$ cat src/rtl/seq_mul_add_if.sv
// seq_mul_add handshake and operand bus.
// Master drives start/operands, slave returns status and result.
interface seq_mul_add_if #(
  parameter int W = 8
);
  logic           start;
  logic [W-1:0]   a;
  logic [W-1:0]   b;
  logic [W-1:0]   c;
  logic           ready;
  logic           done_tick;
  logic [2*W-1:0] prod;

  modport master (
    output start, a, b, c,
    input  ready, done_tick, prod
  );

  modport slave (
    input  start, a, b, c,
    output ready, done_tick, prod
  );
endinterface

$ cat src/rtl/seq_mul_add.sv
// Sequential shift-and-add multiply-accumulate: prod = a*b + c.
// One multiplier bit per clock, fixed W+1 cycle busy time.
module seq_mul_add #(
  parameter int W    = 8,
  parameter int CBIT = 4
) (
  input  logic clk,
  input  logic reset,
  seq_mul_add_if.slave bus
);

  typedef enum logic [1:0] {
    IDLE,
    OP,
    DONE
  } state_t;

  state_t          state;
  logic [2*W-1:0]  a_reg;
  logic [W-1:0]    b_reg;
  logic [2*W-1:0]  p_reg;
  logic [CBIT-1:0] n_reg;
  logic [CBIT-1:0] n_next;

  assign n_next = n_reg - CBIT'(1);

  always_ff @(posedge clk or posedge reset) begin
    if (reset) begin
      state <= IDLE;
      a_reg <= '0;
      b_reg <= '0;
      p_reg <= '0;
      n_reg <= '0;
    end else begin
      unique case (state)
        IDLE: begin
          if (bus.start) begin
            p_reg <= {{W{1'b0}}, bus.c};
            a_reg <= {{W{1'b0}}, bus.a};
            b_reg <= bus.b;
            n_reg <= CBIT'(W);
            state <= OP;
          end
        end
        OP: begin
          if (b_reg[0])
            p_reg <= p_reg + a_reg;
          a_reg <= a_reg << 1;
          b_reg <= b_reg >> 1;
          n_reg <= n_next;
          // no early exit on b=0: latency is fixed
          if (n_next == '0)
            state <= DONE;
        end
        DONE: begin
          state <= IDLE;
        end
        default: begin
          state <= IDLE;
        end
      endcase
    end
  end

  assign bus.ready     = (state == IDLE);
  assign bus.done_tick = (state == DONE);
  assign bus.prod      = p_reg;

endmodule

$ cat src/flat_wrapper.sv
// flat-port wrapper written by rule: the top's interface ports become plain ports
module seq_mul_add_flat 
#(
  parameter int W    = 8,
  parameter int CBIT = 4
)
  (clk, reset, bus_start, bus_a, bus_b, bus_c, bus_ready, bus_done_tick, bus_prod);
  seq_mul_add_if #(.W(W)) bus_i ();
  input  logic clk;
  input  logic reset;
  input wire logic [$bits(bus_i.start)-1:0] bus_start;
  input wire logic [$bits(bus_i.a)-1:0] bus_a;
  input wire logic [$bits(bus_i.b)-1:0] bus_b;
  input wire logic [$bits(bus_i.c)-1:0] bus_c;
  output wire logic [$bits(bus_i.ready)-1:0] bus_ready;
  output wire logic [$bits(bus_i.done_tick)-1:0] bus_done_tick;
  output wire logic [$bits(bus_i.prod)-1:0] bus_prod;
  assign bus_i.start = bus_start;
  assign bus_i.a = bus_a;
  assign bus_i.b = bus_b;
  assign bus_i.c = bus_c;
  assign bus_ready = bus_i.ready;
  assign bus_done_tick = bus_i.done_tick;
  assign bus_prod = bus_i.prod;
  seq_mul_add #(.W(W), .CBIT(CBIT)) u_core (.clk(clk), .reset(reset), .bus(bus_i));
endmodule
$ cat config.mk
export PLATFORM = sky130hd
export DESIGN_NAME = seq_mul_add_flat
export DESIGN_NICKNAME = d
export VERILOG_FILES = /design/src/rtl/seq_mul_add_if.sv /design/src/rtl/seq_mul_add.sv /design/src/flat_wrapper.sv
export SDC_FILE = /design/constraint.sdc
export NUM_CORES = 1
export LEC_CHECK = 0
export ABC_CLOCK_PERIOD_IN_PS = 2800
export CAP_MARGIN = 10
export CORE_UTILIZATION = 45
export DETAILED_ROUTE_END_ITERATION = 6
export PLACE_DENSITY = 0.78
export SLEW_MARGIN = 15
export SYNTH_ARGS = -nofsm -noshare
export SYNTH_HDL_FRONTEND = slang
export SYNTH_SLANG_ARGS = --single-unit
$ cat constraint.sdc
create_clock -name clk -period 2.8 [get_ports clk]
set_clock_uncertainty 0.1 [all_clocks]
set_input_delay 0.56 -clock clk [delete_from_list [all_inputs] [get_ports clk]]
set_output_delay 0.56 -clock clk [all_outputs]
set_load 0.01 [all_outputs]
==> impl_metrics.tcl <==
set metrics [dict create \
    gr-usage-all-layers 0.196 \
    status "finished, final reports clean" \
    cp_top_family "compound AO/OA/AOI/OAI gates" \
    rsz0062_at_grt "no" \
    grt_overflow 0 \
    io_buffers 44 \
    gp_congestion 0.801 \
    yosys.area.top_type_share 0.433 \
    max_freq_ghz 0.387 \
    slowest_stage "dfrtp_1" \
    clk_pin_slew_ns 0.08 \
    post_cts_resized 0 \
    critPathMostFrequentCell "a31oi_1" \
    ir_drop_v 0.000468 \
    root_buffer "clkbuf_8" \
    hold_violations 0 \
    cts_setup_buffers 0 \
    end_kind "register" \
    cap_violations 0 \
    antennaDiodeCount 0 \
    critPathMaxFanout 4 \
    setup_tns_ns 0 \
    ant_nets 0 \
    final_common_cell "dfrtp_1" \
    setup_viol 0 \
    syn_to_final_growth_pct 23.1 \
    slowest_delay_ns 0.42 \
    dpl_cell_area_um2 3200 \
    vias 2081 \
    required_ns 2.87 \
    core_area_um2 5610 \
    crit_chain "ha_1 -> fa_1 -> a21o_1 -> a31oi_1 -> o21ai_1 -> a21oi_1 -> o21bai_1 -> a31oi_1 -> xor2_1 -> o21ai_0" \
    leakage_nw 1.52 \
    power.density_nw_per_um2 1190 \
    netlist_area_um2 2660 \
    die_w_um 78.9 \
    ios 45 \
    layout-drive-gt1-share 0.0685 \
    yosysUniqueCellTypes 39 \
    worstMarginPinSlew_ns 0.587 \
    via_per_inst 5.30 \
    pre_cts_slack_ns 0.245 \
    clk_latency_ns 0.29 \
    yosys.area.top_type "dfrtp_1" \
    dr.pass1.iters 4 \
    ys_seq_elements 46 \
    synth_edf_count 0 \
    crit_buf_inv 0 \
    ys_seq_area_frac 0.433 \
    drc 0 \
    htreeDepth 2 \
    worstHoldPathType "reg2reg" \
    synth_area_leaders "dfrtp_1, ha_1, o21ai_0" \
    grt_pass1_vias 2124 \
    crit_type "reg2reg" \
    netlist_instances 276 \
    clkSinkCount 46 \
    final.period_utilization 0.922 \
    hpwl_um 3900 \
    grt_first_pass_wirelength_um 9590 \
    cts_max_path_buffers 2 \
    maxSlewHeadroom 0.609 \
    final_nets 366 \
    antenna_found_initial 0 \
    hold_buffers 0 \
    wl_per_cell_um 13.8 \
    arrival_ns 2.65 \
    finalInstanceArea_um2 3280 \
    cts_tree "yes" \
    period_minus_slack_ns 2.58 \
    cts_buffers 5 \
    die_area_um2 6220 \
    critPathLaunchType "register" \
    initial_core_util 0.474 \
    rows 27 \
    synth_fp_nets 321 \
    grt_max_degree 47 \
    setup_ws_ns 0.219 \
    synthArstFlopShare 1.00 \
    layout_common_cells "dfrtp_1, clkdlybuf4s50_1, nand2_1" \
    drv_slew 0 \
    avgSynthCellArea_um2 9.64 \
    drt-initial-drc-count 141 \
    postRouteWirelength_um 5430 \
    synth-main-ff-cell "dfrtp_1" \
    yosysWarnings 0 \
    die_h_um 78.9 \
]
power by group:
| group | internal [mW] | leakage (nW) | switching [mW] | total, mW |
|---|---|---|---|---|
| Combinational | 1.08 | 0.901 | 1.19 | 2.27 |
| Clock | 0.172 | 0.0383 | 0.212 | 0.385 |
| Sequential | 0.966 | 0.582 | 0.272 | 1.24 |
| Total | 2.22 | 1.52 | 1.68 | 3.89 |
layer usage:
| metal | vias to the layer above | share of wire | GRT usage |
|---|---|---|---|
| met5 | - | 0 | 0 |
| met1 | 969 | 0.46 | 0.244 |
| met2 | 43 | 0.49 | 0.349 |
| met3 | 5 | 0.039 | 0.0322 |
| li1 | 1064 | - | - |
| met4 | 0 | 0.0094 | 0.0582 |
cell type report:
type / instances / area, µm²
clock buffer: 7 / 76.3
timing repair buffer: 51 / 493
inverter: 7 / 26.3
multi-input combinational: 210 / 1440
sequential: 46 / 1150
fill: 487 / 2330
tap: 72 / 90.1
cells in the mapped netlist (4+ instances only):
cell,instances
a21o_1,4
a21oi_1,19
a22o_1,8
a31oi_1,5
clkbuf_1,11
dfrtp_1,46
ha_1,17
inv_1,7
mux2i_1,17
nand2_1,40
nand3_1,4
nor2_1,10
nor2b_1,6
o21ai_0,36
xnor2_1,10
xor2_1,6
tightest hold or removal path, delay by kind of cell, from the launching register on:
family / cells / cell delay [ns]
compound gates: 1 / 0.06
flops: 1 / 0.35
simple gates: 1 / 0.05
per-stage QoR:
stage / util / hold WS (ns) / power [mW] / cells
6_report: 0.584 / 0.394 / 3.89 / 393
5_1_grt: 0.584 / 0.422 / 4.28 / 393
4_1_cts: 0.584 / 0.398 / 3.92 / 393
3_5_place_dp: 0.571 / 0.373 / 3.51 / 386
3_3_place_gp: 0.571 / 0.363 / 3.43 / 386
2_1_floorplan: - / 0.350 / 2.87 / 276
cell families (layout without fill, tap and decap cells):
kind of cell             count (synthesis)  after routing  synth area share
multiplexers                            18             18            0.0682
XOR/XNOR                                16             16            0.0527
flip-flops                              46             46             0.433
AO/OA/AOI/OAI                           88             88             0.213
adder cells (fa/ha/maj)                 18             18            0.0875
buffers and inverters                   20             65            0.0287
AND/OR/NAND/NOR                         70             70             0.118
worst paths after layout:
check / from / to / slack, ns / cells after the start
min in group asynchronous: reset / u_core.a_reg[15] / 0.63 / 3
min reg2reg: u_core.b_reg[3] / u_core.b_reg[3] / 0.39 / 2
min: u_core.b_reg[3] / u_core.b_reg[3] / 0.39 / 2
max in group asynchronous: reset / u_core.bus.prod[0] / 1.58 / 3
max reg2reg: u_core.a_reg[0] / u_core.bus.prod[12] / 0.22 / 10
max: u_core.a_reg[0] / u_core.bus.prod[12] / 0.22 / 10
(Power assumes the default switching activity.)
